**src/rtl/bit16_to_bit8.sv**
```systemverilog
// bit16_to_bit8: unpacks 16-bit read words into an 8-bit byte stream through a small word FIFO
// and a three-state serializer, ready/valid on both sides.
module bit16_to_bit8 #(
    parameter int FIFO_DEPTH = 4,
    parameter bit MSB_FIRST  = 1'b1
) (
    input  logic                          clk,
    input  logic                          rst,
    input  logic                          flush,
    input  logic [15:0]                   bit16_in,
    input  logic                          bit16_in_vld,
    output logic                          bit16_in_rdy,
    output logic [7:0]                    bit8_out,
    output logic                          bit8_out_vld,
    input  logic                          bit8_out_rdy,
    output logic [$clog2(FIFO_DEPTH):0]   fifo_level
);
    localparam int AW = $clog2(FIFO_DEPTH);
    localparam int CW = AW + 1;

    typedef enum logic [1:0] {S_EMPTY, S_FIRST, S_SECOND} state_t;

    state_t        r_state;
    logic [15:0]   r_mem [FIFO_DEPTH];
    logic [AW-1:0] r_wr_ptr;
    logic [AW-1:0] r_rd_ptr;
    logic [CW-1:0] r_count;
    logic [15:0]   r_word;
    logic [7:0]    r_byte;
    logic          r_vld;

    logic          w_full;
    logic          w_empty;
    logic          w_xfer;
    logic          w_push;
    logic          w_pop;
    logic [15:0]   w_head;
    logic [7:0]    w_first;
    logic [7:0]    w_second;

    assign w_full       = r_count == CW'(FIFO_DEPTH);
    assign w_empty      = r_count == '0;
    // Held low during reset so nothing is accepted before the block is live.
    assign bit16_in_rdy = !rst && !w_full;
    assign w_xfer       = r_vld && bit8_out_rdy;
    assign w_push       = bit16_in_vld && bit16_in_rdy && !flush;
    // Popping in SECOND on the last-byte transfer gives back-to-back words with no bubble.
    assign w_pop        = !flush && !w_empty &&
                          (r_state == S_EMPTY || (r_state == S_SECOND && w_xfer));
    assign w_head       = r_mem[r_rd_ptr];
    assign w_first      = MSB_FIRST ? w_head[15:8] : w_head[7:0];
    assign w_second     = MSB_FIRST ? r_word[7:0]  : r_word[15:8];

    assign bit8_out     = r_byte;
    assign bit8_out_vld = r_vld;
    assign fifo_level   = r_count;

    always_ff @(posedge clk) begin
        if (w_push) r_mem[r_wr_ptr] <= bit16_in;
    end

    always_ff @(posedge clk or posedge rst) begin
        if (rst) begin
            r_wr_ptr <= '0;
            r_rd_ptr <= '0;
            r_count  <= '0;
        end else if (flush) begin
            r_wr_ptr <= '0;
            r_rd_ptr <= '0;
            r_count  <= '0;
        end else begin
            r_wr_ptr <= r_wr_ptr + AW'(w_push);
            r_rd_ptr <= r_rd_ptr + AW'(w_pop);
            r_count  <= r_count + CW'(w_push) - CW'(w_pop);
        end
    end

    always_ff @(posedge clk or posedge rst) begin
        if (rst) begin
            r_state <= S_EMPTY;
            r_word  <= '0;
            r_byte  <= '0;
            r_vld   <= 1'b0;
        end else if (flush) begin
            r_state <= S_EMPTY;
            r_vld   <= 1'b0;
        end else if (w_pop) begin
            r_word  <= w_head;
            r_byte  <= w_first;
            r_vld   <= 1'b1;
            r_state <= S_FIRST;
        end else if (r_state == S_FIRST && w_xfer) begin
            r_byte  <= w_second;
            r_state <= S_SECOND;
        end else if (r_state == S_SECOND && w_xfer) begin
            r_vld   <= 1'b0;
            r_state <= S_EMPTY;
        end
    end
endmodule
```
**config.mk**
```make
export PLATFORM = sky130hd
export DESIGN_NAME = bit16_to_bit8
export DESIGN_NICKNAME = d
export VERILOG_FILES = /design/src/rtl/bit16_to_bit8.sv
export SDC_FILE = /design/constraint.sdc
export NUM_CORES = 1
export LEC_CHECK = 0
export ABC_AREA = 1
export BUFFER_PORTS_ARGS = -buffer_cell sky130_fd_sc_hd__buf_2
export CAP_MARGIN = 20
export CORE_ASPECT_RATIO = 1.25
export CORE_MARGIN = 1
export CORE_UTILIZATION = 59
export DETAILED_ROUTE_END_ITERATION = 8
export PLACE_DENSITY = 0.8
export SETUP_SLACK_MARGIN = 0.05
export SYNTH_ARGS = -nofsm -noshare
export SYNTH_HDL_FRONTEND = slang
export SYNTH_SLANG_ARGS = --single-unit
```
**constraint.sdc**
```tcl
create_clock -name clk -period 3.1 [get_ports clk]
set_input_delay 0.155 -clock clk [delete_from_list [all_inputs] [get_ports clk]]
set_output_delay 0.155 -clock clk [all_outputs]
set_load 0.01 [all_outputs]
```
; Word-level counts from Yosys, hierarchy flattened
; Memory sizes are Yosys's and may differ from the RTL's.
; Cells that the tools add are included.
[totals]
input_bits = 21
wordCells = 53
rom_bits = 0
ram_bits = 64
output_inout_bits = 13
latchBits = 0
ff_bits = 26
memories = 1
[op_classes]
reduce_logical = 21
div_mod_pow = 0
multipliers = 0
n_shift = 0
n_addsub = 4
n_bitwise = 1
n_lt_le_gt_ge = 0
muxes = 15
eq_ne = 4
[mem_list]
columns = memory, depth, width, read_ports, rd_ports_with_merged_regs, wr, line
row1 = r_mem, 4, 16, 1, 0, 1, 24  ; logic [15:0] r_mem [FIFO_DEPTH];
[ops]
columns = cell, count
row1 = 2-to-1 mux 8 bit, 2
row2 = 2-to-1 mux 2 bit, 6
row3 = logical AND 1 bit, 8
row4 = 2-to-1 mux 1 bit, 6
row5 = AND reduction 2 bit, 3
row6 = adder 2 x 1 -> 2 bit, 2
row7 = zero test 1 bit, 4
row8 = nonzero test 4 bit, 1
row9 = adder 3 x 1 -> 3 bit, 1
row10 = "equality test 3 bit, second input constant", 1
row11 = zero test 3 bit, 1
row12 = 2-to-1 mux 3 bit, 1
row13 = "!= test 3 bit, second input constant", 1
row14 = nonzero test 3 bit, 1
row15 = subtractor 3 x 1 -> 3 bit, 1
row16 = "equality test 2 x 1 -> 1 bit, second input constant", 1
row17 = "equality test 2 bit, second input constant", 1
row18 = zero test 2 bit, 1
row19 = nonzero test 2 bit, 1
row20 = logical OR 1 bit, 1
row21 = inverter 1 bit, 1

; Longest topological paths before layout
; Gate-level depths: netlist of the first run.
[depth]
ltp_word = 8
ltp_mapped = 12
mapped_depth_nobuf = 11

; Worst setup path before layout of the first run
; No wires, ideal clock.
[synth_path]
path_kind = input-to-reg
startpoint = in rst
endpoint = mem r_mem[0][0], enable pin
path_buffers = 0
required_ns = 2.691
setup_slack_ns = 0.395
cell_stages = 3
arrival_ns = 2.295
setup_ns = 0.409
path_cell_list = inv_1 -> nand4_1 -> nor3_1
[synth_via]
elab_chain_len = 6
[synth_rtl]
columns = element, line
row1 = start: declaration, 8  ; input logic rst,
row2 = zero test 1 bit (no source line), n/a
row3 = logical AND 1 bit, 44  ; assign bit16_in_rdy = !rst && !w_full;
row4 = logical AND 1 bit (2 in a row), 46  ; assign w_push = bit16_in_vld && bit16_in_rdy && !flush;
row5 = 2-to-1 mux 1 bit, 59  ; if (w_push) r_mem[r_wr_ptr] <= bit16_in;
row6 = 2-to-1 mux 1 bit (implied by the code), 59
row7 = end: declaration, 24
; No other way between the ends.

; Final worst setup path of the first run
[layout_path]
startpoint = reg r_count[1] (netlist: fifo_level[1])
endpoint = reg r_count[2] (netlist: fifo_level[2])
[layout_via]
elab_chain_len = 8
word_cells_on_any_way = 12
cone_classes = add/sub: 2 / eq/ne: 1 / mux: 1 / reduce/logical: 8
[layout_rtl]
columns = element, line
row1 = start: declaration, 27  ; logic [CW-1:0] r_count;
row2 = start signal: assignment, 74  ; r_count <= r_count + CW'(w_push) - CW'(w_pop);
row3 = equality test 3 bit, 41  ; assign w_full = r_count == CW'(FIFO_DEPTH);
row4 = zero test 1 bit, 44
row5 = logical AND 1 bit, 44
row6 = logical AND 1 bit (2 in a row), 46
row7 = adder 3 x 1 -> 3 bit, 74
row8 = subtractor 3 x 1 -> 3 bit (*), 74
row9 = 2-to-1 mux 3 bit (*), 67  ; end else if (flush) begin
; Mark *: on every way between the ends. The rest lies on a longest branch, timed or not.
; A chain may end at the register's enable or synchronous reset.

==> flow_results.org, run 1 <==
** Place
- Half-perimeter wire length after detailed placement :: 4.75 mm
- Gp weighted congestion :: 0.767
- Buffers placed on the I/O ports in this run total 33.
- Counting tap cells, the placed design contains a total of 467 instances.

** Clock tree
- Post-CTS repair changed the size of 0 cells.
- Clock-pin slew was measured on the worst setup and hold paths at 0.09 ns.
- The clock reaches the later pin of the worst-skew pair after 0.35 ns.
- Clk Tree Root Cell :: sky130_fd_sc_hd__clkbuf_8
- Maximum count of clock buffers along a single path :: 2
- TritonCTS clock tree :: yes
- H-tree depth :: 3
- Total clock buffers created by CTS :: 9
- Clk sink count :: 90

** STA
- Post-route minimum period :: 2.41 ns
- Slew Limit Fails :: 0
- Aggregate negative setup slack :: 0 ns
- The hold violation total from the final report was 0.
- Final clock skew :: 0.0176 ns
- For the pin with the worst max-slew slack, the measured transition is 0.494 ns.
- Worst slew margin :: 67.0%
- Worst-case hold slack :: 0.0163 ns
- Setup violations remaining at the end of the flow were counted as 0.
- Derived from the worst setup path, the maximum achievable clock frequency is 415 MHz.
- Setup repair after global routing left no endpoint under its margin.
- Post-route fraction of the period consumed by the critical path :: 77.7%

** Cells and area
- Area growth from synthesis to layout :: 12.1%
- In the final layout, flip-flops and latches occupy 2570 sq um.
- Fin cells :: 485
- 0 antenna diodes ended up in the layout.
- Filler Cells Inserted :: 477
- Final nets :: 421
- Post-layout utilization of the core :: 69.2%
- Of the cells placed in the final design, the portion with a size suffix greater than 1 is 16.8%.
- Summing all multi-input logic gate instances after layout gives 945 sq um.

** Drt
- Summing over every cut layer, the via total after detailed routing is 2589.
- Antenna-violating nets left :: 0
- Wire per inst :: 15.2 microns
- Initial DRC Count :: 257
- Number of design rule violations left after detail routing :: 0
- Summed over all layers, the routed wires come to 7.37 mm.
- Via density per instance :: 5.34
- The first TritonRoute pass finished after 4 iterations.

** Worst setup path
- R2r setup slk :: 0.69 ns
- Data on the critical path is required at its endpoint by 3.34 ns.
- On the critical path, the stage with the largest delay is an instance of sky130_fd_sc_hd__dfrtp_1.
- In this run the critical register-to-register path is captured at fifo_level[2].
- List of cells traversed by the critical path :: nor2_1 -> nand2_1 -> nand3_4 -> clkinv_4 -> ha_1 -> inv_1 -> ha_1 -> inv_1 -> fa_1 -> xor2_1 -> nor2_1
- STA puts the critical path data arrival time at 2.65 ns.
- Number of cells on the worst reg-to-reg path :: 11
- STA classifies the critical path endpoint as a register.
- The worst setup path is of the register to register kind.
- STA classifies the critical path startpoint as a register.
- Launch instance of the worst register-to-register path :: fifo_level[1]
- CP max FO :: 27
- Crit-path max cell delay :: 0.46 ns

** Logic synthesis
- Counting flops and latches in the post-synthesis netlist gives 90.
- Dominant cells by area after synthesis :: sky130_fd_sc_hd__edfxtp_1, sky130_fd_sc_hd__dfrtp_1, sky130_fd_sc_hd__nand2_1, sky130_fd_sc_hd__inv_1, sky130_fd_sc_hd__nand3_1
- After synthesis, the share of flip-flops with an asynchronous set or reset is 28.9%.
- Counting distinct cell types in the post-synthesis netlist gives 29.
- sky130_fd_sc_hd__nand2_1 is the most common cell in the netlist.
- Syn nets :: 380
- Mapped Avg Cell Area :: 10.9 sq um
- Portion of synthesized cell area occupied by the leading cell type :: 49.9%
- Most used DFF post-synth :: sky130_fd_sc_hd__edfxtp_1
- The cell count after synthesis came out at 354.
- By count the netlist is led by sky130_fd_sc_hd__nand2_1, sky130_fd_sc_hd__inv_1, sky130_fd_sc_hd__edfxtp_1, sky130_fd_sc_hd__nand3_1, sky130_fd_sc_hd__dfrtp_1.
- Number of enable-type register cells in the synthesized netlist :: 64
- After synthesis the cells add up to 3850 sq um.
- Sequential cells were found to cover 66.8% of the synthesized design area.
- Summed over all instances, the cell type with the most area after synthesis is sky130_fd_sc_hd__edfxtp_1.
- Number of warnings reported in the yosys synthesis log :: 0

** Global routing
- Across every metal layer, demand over resource in global routing totals 24.1%.
- Gr ovfl total :: 0
- The number of antenna violations at the first check in global routing came to 0.
- Largest net degree at the start of global routing :: 28
- Via count of the first global-routing pass :: 2572
- The first global-routing pass estimated 12.0 mm of wire.

** Min path
- Min-delay src :: bit16_in[2]
- The path class of the tightest hold or removal check is input port to register.
- The worst hold path terminates at r_mem[2][2].
- Number of cells on the worst hold path :: 1

** Power
- For this design the ratio of total power to cell area is 745 nW/um^2.
- Across the VDD grid, the largest voltage drop is 371 uV.
- Post-route total power :: 3.22 mW
- For this design the static power due to leakage is 1.95 nW.

** Floorplan
- Total core area :: 6250 sq um
- Num rows :: 32
- Initial core utilization :: 61.7%
- The floorplan step defined a die boundary enclosing 6860 sq um.
- Boundary pin count :: 34
- Die height :: 92.3 microns
- Die span in x :: 74.3 microns

** Status
- The run finished with clean final reports.

** Run
- The tool flagged a number of max-cap violations equal to 0.
placed cells by master (no fill, tap or decap), types with 2 or more instances in the layout:
cell type,count
sky130_fd_sc_hd__a21oi_1,17
sky130_fd_sc_hd__buf_2,33
sky130_fd_sc_hd__buf_4,8
sky130_fd_sc_hd__clkbuf_1,2
sky130_fd_sc_hd__clkbuf_8,9
sky130_fd_sc_hd__clkinv_4,2
sky130_fd_sc_hd__clkinvlp_4,2
sky130_fd_sc_hd__dfrtp_1,26
sky130_fd_sc_hd__dlygate4sd3_1,2
sky130_fd_sc_hd__edfxtp_1,64
sky130_fd_sc_hd__ha_1,4
sky130_fd_sc_hd__inv_1,65
sky130_fd_sc_hd__nand2_1,70
sky130_fd_sc_hd__nand3_1,48
sky130_fd_sc_hd__nor2_1,9
sky130_fd_sc_hd__nor3_2,4
sky130_fd_sc_hd__o21ai_0,18
sky130_fd_sc_hd__o21ai_1,2
sky130_fd_sc_hd__xnor2_1,2
stage by stage:
step | setup WS, ns | cell area, sq um
final | 0.691 | 4320
after global routing | 0.561 | 4320
after CTS | 0.683 | 4320
after detailed placement | 0.706 | 4110
after global placement | 0.808 | 4110
after floorplan | 0.395 | 3850
area by class of cell:
| cell class | count | share of cell area, % |
|---|---|---|
| flip-flops and latches | 90 | 59.6 |
| multi-input cells | 184 | 21.9 |
| clock buffers | 11 | 3.04 |
| well taps | 85 | 2.46 |
| inverters | 67 | 5.94 |
| repair buffers | 43 | 5.68 |
| clock inverters | 5 | 1.45 |
metal layers:
metal / wire length [microns] / track usage [%]
met5: 0 / 0
met2: 3880 / 39.4
met4: 237 / 14.5
met3: 380 / 5.11
met1: 2880 / 28.9
critical path, delay by kind of cell (launching register included):
kind / cells / cell delay [ns]
xor gates and xnor gates: 1 / 0.18
and+or+nand+nor: 4 / 0.50
DFF: 1 / 0.46
buffers and inverters: 3 / 0.33
adders and majority gates: 3 / 0.82
cell families after synthesis:
| family | after synthesis | synth area share (%) |
|---|---|---|
| buffers and inverters | 80 | 9.22 |
| xor gates and xnor gates | 3 | 0.682 |
| and+or+nand+nor | 138 | 16.5 |
| DFF | 90 | 66.8 |
| adders and majority gates | 5 | 1.82 |
| AOI/OAI and AO/OA | 38 | 5.00 |
what timing repair did:
| item | CTS | global route |
|---|---|---|
| hold endpoints to repair | 30 | 0 |
| hold buffers | 2 | 0 |
| endpoints found under the setup margin | 0 | 0 |
| setup buffers | 0 | 0 |
sequential cells by signal, indices dropped and copies added, names as in the netlist:
register      flops
bit8_out          8
r_word            8
r_state           2
r_rd_ptr          2
r_mem            64
bit8_out_vld      1
fifo_level        3
r_wr_ptr          2
report_power, final:
part | total (mW) | switching [mW] | internal, mW
Combinational | 0.851 | 0.548 | 0.303
Sequential | 1.58 | 0.136 | 1.45
Clock | 0.782 | 0.404 | 0.378
Total | 3.22 | 1.09 | 2.13
worst max path at each step:
stage	from	to	slack, ns	cells after the start
floorplan	rst	r_mem[0][0]	0.40	3
global placement	fifo_level[1]	fifo_level[2]	0.81	11
detailed placement	fifo_level[1]	fifo_level[2]	0.71	11
CTS	fifo_level[1]	fifo_level[2]	0.68	11
global route	bit8_out_vld	fifo_level[2]	0.56	11
finish	fifo_level[1]	fifo_level[2]	0.69	11
Power figures use the tool's default switching activity.
==> run 2, diff against run 1 <==
==> constraint.sdc (replaced) <==
create_clock -name clk -period 2.5 [get_ports clk]
set_input_delay 0.125 -clock clk [delete_from_list [all_inputs] [get_ports clk]]
set_output_delay 0.125 -clock clk [all_outputs]
set_load 0.01 [all_outputs]
==> flow_results.org, run 2 (synthesis results as in run 1) <==
** Drt
- Antenna-violating nets left :: 0
- Number of design rule violations left after detail routing :: 0
- Pre-antenna DRT Iters :: 4
- After detailed routing, the number of vias per cell comes to 5.11.
- Initial DRC Count :: 205
- The final layout contains routed wiring with a total length of 7.05 mm.
- DR vias :: 2562
- In the final routed layout, each cell accounts on average for 14.1 microns.

** STA
- Worst slew margin :: 63.2%
- Unrepaired setup endpoints after global routing :: no
- The number of max-slew violations in the final report was 0.
- The hold violation total from the final report was 0.
- The worst path uses 83.8% of the clock period.
- Setup violations remaining at the end of the flow were counted as 0.
- Static timing analysis puts the maximum clock frequency at 477 MHz.
- Final clock skew :: 0.00836 ns
- The clock period could shrink to 2.09 ns.
- Minimum setup slack in the final design :: 0.405 ns
- Transition at the pin with the smallest max-transition slack :: 0.552 ns

** Power
- Power per cell area :: 889 nW/um^2
- Across the VDD grid, the largest voltage drop is 459 uV.
- Summing internal, switching and leakage power gives 3.98 mW.
- Leakage power of the design :: 2.02 nW

** Clock tree
- TritonCTS built the clock tree.
- The clock passes through at most 2 buffers.
- Clock input transition at the sequential cells of the worst setup and hold paths :: 0.08 ns
- Number of instances resized during post-cts repair :: 0
- Counting the buffers created by CTS gives 9.
- Clk Tree Root Cell :: sky130_fd_sc_hd__clkbuf_8
- The clock net in this run drives a total of 90 sinks.
- The number of hold buffers added after CTS was 17.
- The number of setup buffers added after CTS is 0.
- Clock insertion delay at the later pin of the skew report :: 0.35 ns
- The clock tree synthesis step divided the H-tree into 3 levels.

** Worst setup path
- CP max FO :: 18
- FF-to-FF End :: fifo_level[2]
- Counting cells, the worst reg-to-reg path comes to 11.
- Classification of the worst setup path :: register to register
- The worst setup path is captured at a register.
- For the worst setup path, the data arrival time is 2.34 ns.
- The startpoint identified for the worst register-to-register timing path is fifo_level[1].
- R2r setup slk :: 0.41 ns
- For the worst setup path, the data required time is 2.74 ns.
- In this run the worst setup path begins at fifo_level[1].
- Worst setup SP type :: register

** Place
- Total of buffers placed on input and output ports :: 33
- Half-perimeter wire length after detailed placement :: 4.59 mm
- Total cell area at the placement stage :: 4110 sq um
- Gp weighted congestion :: 0.734
- Timing analysis after detailed placement gives a worst setup slack of 0.404 ns.

** Min path
- Class of the most critical hold timing path :: input port to register
- Worst Hold Path EP :: fifo_level[1]
- Number of cells on the worst hold path :: 2
- The worst hold path begins at flush.

** Cells and area
- The repair_antennas step left the layout with diodes totalling 0.
- After the last flow step, the layout net total stands at 437.
- Area growth from synthesis to layout :: 16.3%
- Max FFs per register :: 64
- In the layout the commonest cells are sky130_fd_sc_hd__nand2_1, sky130_fd_sc_hd__inv_1, sky130_fd_sc_hd__edfxtp_1.
- Layout cell share with drive strength beyond 1 :: 16.1%
- The register with the most flip-flops in the final layout is r_mem.
- With fillers left out, the area of the finished cells amounts to 4480 sq um.
- Cells fill 71.7% of the core in the end.
- Commonest non-fill, non-tap cell in the layout :: sky130_fd_sc_hd__nand2_1

** Global routing
- Gr ovfl total :: 0
- The number of antenna violations at the first check in global routing came to 0.
- Largest net degree at the start of global routing :: 33
- The via count of the first global-routing pass is 2606.
- Wire length of the first global-routing pass :: 11.9 mm
- Across every metal layer, demand over resource in global routing totals 23.8%.

** Floorplan
- Initial core utilization :: 61.7%
- The core region is 6250 sq um.
- Pin placement for this block handled 34 I/O pins.
- The initialized floorplan defines 32 standard-cell rows.
- Die span in x :: 74.3 microns
- Die area :: 6860 sq um
- Die height :: 92.3 microns

** Run
- Max_cap viols :: 0

** Status
- Status :: completed
[run 2: critical path, stage by stage, from the launching register on]
cell	delay [ns]
sky130_fd_sc_hd__dfrtp_1	0.45
sky130_fd_sc_hd__nor2_1	0.11
sky130_fd_sc_hd__nand2_1	0.09
sky130_fd_sc_hd__nand3_4	0.08
sky130_fd_sc_hd__clkinv_4	0.14
sky130_fd_sc_hd__ha_1	0.31
sky130_fd_sc_hd__inv_1	0.06
sky130_fd_sc_hd__ha_1	0.13
sky130_fd_sc_hd__inv_1	0.04
sky130_fd_sc_hd__fa_1	0.36
sky130_fd_sc_hd__xor2_1	0.17
sky130_fd_sc_hd__nor2_1	0.05
[run 2: worst max path at each step]
| stage | end | slack (ns) |
|---|---|---|
| 3_3_place_gp | fifo_level[2] | 0.44 |
| 4_1_cts | fifo_level[2] | 0.39 |
| 6_report | fifo_level[2] | 0.41 |
| 3_5_place_dp | fifo_level[2] | 0.40 |
| 5_1_grt | fifo_level[2] | 0.20 |
| 2_1_floorplan | r_mem[0][0] | -0.17 |
[run 2: per-stage QoR]
step                      hold slack [ns]  cells  setup TNS (ns)
after global routing               0.0826    501               0
after floorplan                     0.182    354          -11.17
after global placement              0.225    468               0
after CTS                          0.0773    501               0
after detailed placement            0.235    468               0
final                              0.0905    501               0
[run 2: final cells by class]
| class | count | area, sq um |
|---|---|---|
| Clock buffer | 13 | 159 |
| Clock inverter | 3 | 38.8 |
| Fill cell | 478 | 1770 |
| Inverter | 67 | 256 |
| Multi-Input combinational cell | 184 | 945 |
| Sequential cell | 90 | 2570 |
| Tap cell | 85 | 106 |
| Timing Repair Buffer | 59 | 403 |
[run 2: report_power, final]
part	internal (mW)	switching, mW	leakage [nW]
clock	0.513	0.461	0.101
sequential	1.79	0.161	0.912
combinational	0.396	0.659	1.01
[run 2: per-layer routing]
layer  GRT usage (%)  up-vias  wire (microns)
li1                -     1277               -
met1            29.2     1203            2890
met2            38.6       67            3620
met3            6.42       15             349
met4            11.6        0             185
met5               0        -               0
==> run 3, diff against run 2 <==
==> constraint.sdc (replaced) <==
create_clock -name clk -period 2.1 [get_ports clk]
set_input_delay 0.105 -clock clk [delete_from_list [all_inputs] [get_ports clk]]
set_output_delay 0.105 -clock clk [all_outputs]
set_load 0.01 [all_outputs]
==> flow_results.org, run 3 (synthesis results as in run 1) <==
** Clock tree
- Clock insertion delay at the later pin of the skew report :: 0.37 ns
- Counting the buffers created by CTS gives 9.
- Clk sink count :: 90
- After clock tree synthesis, the clock-pin slew on the worst setup and hold paths is 0.09 ns.
- CTS placed an instance of sky130_fd_sc_hd__clkbuf_8 at the clock tree root.
- Number of instances resized during post-cts repair :: 0
- TritonCTS clock tree :: yes
- Maximum count of clock buffers along a single path :: 2
- H-tree depth :: 3

** STA
- Endpoints failing setup :: 0
- The number of max-slew violations in the final report came to 0.
- Worst-case hold slack :: 0.0550 ns
- The hold violation total from the final report is 0.
- For this run, the top clock speed supported by timing is 527 MHz.
- Minimum setup slack in the final design :: 0.203 ns
- Aggregate negative setup slack :: 0 ns
- For the final database, setup skew stands at 0.0112 ns.
- At the pin with the least slew margin, the transition time is 0.493 ns.
- Unrepaired setup endpoints after global routing :: no
- Measured against its own limit, the worst slew margin works out to 67.1%.
- The final critical path takes up 90.3% of the cycle.
- Post-route minimum period :: 1.90 ns

** Cells and area
- Reg with most FFs :: r_mem
- Commonest non-fill, non-tap cell in the layout :: sky130_fd_sc_hd__nand2_1
- FF/Latch Area :: 2570 sq um
- Top library cells by usage in the layout, fill and taps aside :: sky130_fd_sc_hd__nand2_1, sky130_fd_sc_hd__edfxtp_1, sky130_fd_sc_hd__inv_1
- Layout cell share with drive strength beyond 1 :: 18.9%
- The register with the most flip-flops in the layout has 64 of them.
- Final nets :: 439
- Filler Cells Inserted :: 450
- 0 antenna diodes ended up in the layout.
- Area growth from synthesis to layout :: 17.1%
- Summing all non-filler instances in the final layout gives an area of 4510 sq um.
- Multi-input logic area :: 972 sq um

** Floorplan
- The die is 92.3 microns tall.
- Boundary pin count :: 34
- Die area :: 6860 sq um
- Die span in x :: 74.3 microns
- The initialized floorplan defines 32 standard-cell rows.
- Initial core utilization :: 61.7%
- Total core area :: 6250 sq um

** Place
- Before CTS, the worst setup slack after placement is 0.202 ns.
- Input and output buffers added on the ports amount to 33.
- Detailed placement ended at an HPWL of 4.90 mm.
- The congestion estimate from routability-driven global placement came to 0.754.
- Summing all placed instances gives a cell area of 4160 sq um.

** Drt
- For this block, the routed nets add up to 7.63 mm of wire.
- Antenna-violating nets left :: 0
- Initial DRC Count :: 283
- Pre-antenna DRT Iters :: 4
- In the final routed layout, each cell accounts on average for 15.2 microns.
- DR vias :: 2659
- Via density per instance :: 5.29
- Number of design rule violations left after detail routing :: 0

** Worst setup path
- R2r setup slk :: 0.20 ns
- For the worst setup path, the data required time is 2.35 ns.
- Timing startpoint of the critical path :: fifo_level[1]
- STA classifies the critical path startpoint as a register.
- The endpoint identified for the worst register-to-register timing path is fifo_level[1].
- Classification of the worst setup path :: register to register
- For the worst setup path, the data arrival time is 2.15 ns.
- Number of cells on the worst reg-to-reg path :: 10
- Along the worst path, the maximum fanout reaches 5.
- Launch instance of the worst register-to-register path :: fifo_level[1]
- The worst setup path is captured at a register.

** Global routing
- The via count of the first global-routing pass came to 2602.
- Met2 capacity usage during global routing :: 42.7%
- Tot GR Track Use :: 24.7%
- Entering global routing, the biggest net connects 34 pins.
- Gr ovfl total :: 0
- Most congested layer reported by global routing :: met2
- For this run, global-route usage on met3 was measured as 4.13%.
- Initial antenna violation count :: 0
- The first global-routing pass estimated 12.3 mm of wire.
- Fraction of met1 tracks used by global routing :: 29.4%

** Status
- Status :: completed

** Min path
- In this run the most critical hold path is launched from flush.
- Worst Hold Path EP :: r_wr_ptr[1]
- The worst hold path was traced through 2 stages.
- The tightest min-delay check is of the input port to register type.

** Power
- In this run the static leakage power is 2.02 nW.
- Internal Pwr Total :: 3.11 mW
- Power per cell area :: 1050 nW/um^2
- Part of the power in registers :: 48.7%
- Maximum vdd ir drop :: 552 uV
- The analysis attributes to net switching a power of 1.64 mW.
- Comb pwr share :: 28.7%
- Per report_power, the clock group accounts for 22.6% of the total.
- In this run switching power makes up 34.5% of total power.

** Run
- Max_cap viols :: 0
[run 3: worst max-delay path, cell delays in order, from the launching register on]
cell,delay (ns)
sky130_fd_sc_hd__dfrtp_2,0.45
sky130_fd_sc_hd__nor2_1,0.11
sky130_fd_sc_hd__nand2_1,0.09
sky130_fd_sc_hd__nand3_4,0.10
sky130_fd_sc_hd__clkinv_4,0.06
sky130_fd_sc_hd__ha_4,0.23
sky130_fd_sc_hd__inv_2,0.05
sky130_fd_sc_hd__ha_4,0.11
sky130_fd_sc_hd__inv_2,0.03
sky130_fd_sc_hd__fa_2,0.50
sky130_fd_sc_hd__nor2_1,0.04
[run 3: metal layers]
metal / part of all wire [%] / wire length [microns]
met1: 39 / 2990
met2: 53 / 4040
met3: 4.7 / 357
met4: 3.1 / 239
met5: 0 / 0
[run 3: power by group through the flow]
stage          Sequential, mW  Clock, mW  Combinational [mW]
6_report                 2.32       1.07                1.37
5_1_grt                  2.34       1.17                1.54
4_1_cts                  2.32       1.09                1.38
3_5_place_dp             2.35          0                1.34
3_3_place_gp             2.33          0                1.27
2_1_floorplan            2.36          0               0.955
[run 3: worst max path at each step]
stage	end	cells after the start
final	fifo_level[1]	10
after global routing	fifo_level[2]	11
after CTS	fifo_level[1]	10
after detailed placement	fifo_level[1]	10
after global placement	fifo_level[1]	10
after floorplan	fifo_level[1]	11
[run 3: stage by stage]
| step | cells | utilization, % | total power [mW] |
|---|---|---|---|
| 2_1_floorplan | 354 | - | 3.32 |
| 3_3_place_gp | 470 | 66.6 | 3.61 |
| 3_5_place_dp | 470 | 66.6 | 3.70 |
| 4_1_cts | 503 | 72.2 | 4.78 |
| 5_1_grt | 503 | 72.2 | 5.05 |
| 6_report | 503 | 72.2 | 4.76 |
[run 3: layout make-up]
| cell class | instances | share of cell area, % |
|---|---|---|
| flip-flops and latches | 90 | 57.1 |
| multi-input cells | 184 | 21.6 |
| repair buffers | 61 | 9.27 |
| inverters | 67 | 5.77 |
| clock buffers | 10 | 3.05 |
| well taps | 85 | 2.36 |
| clock inverters | 6 | 0.916 |
[run 3: repair_timing]
action,4_1_cts,5_1_grt
hold endpoints to repair,90,0
setup buffers,0,0
hold buffers,17,0
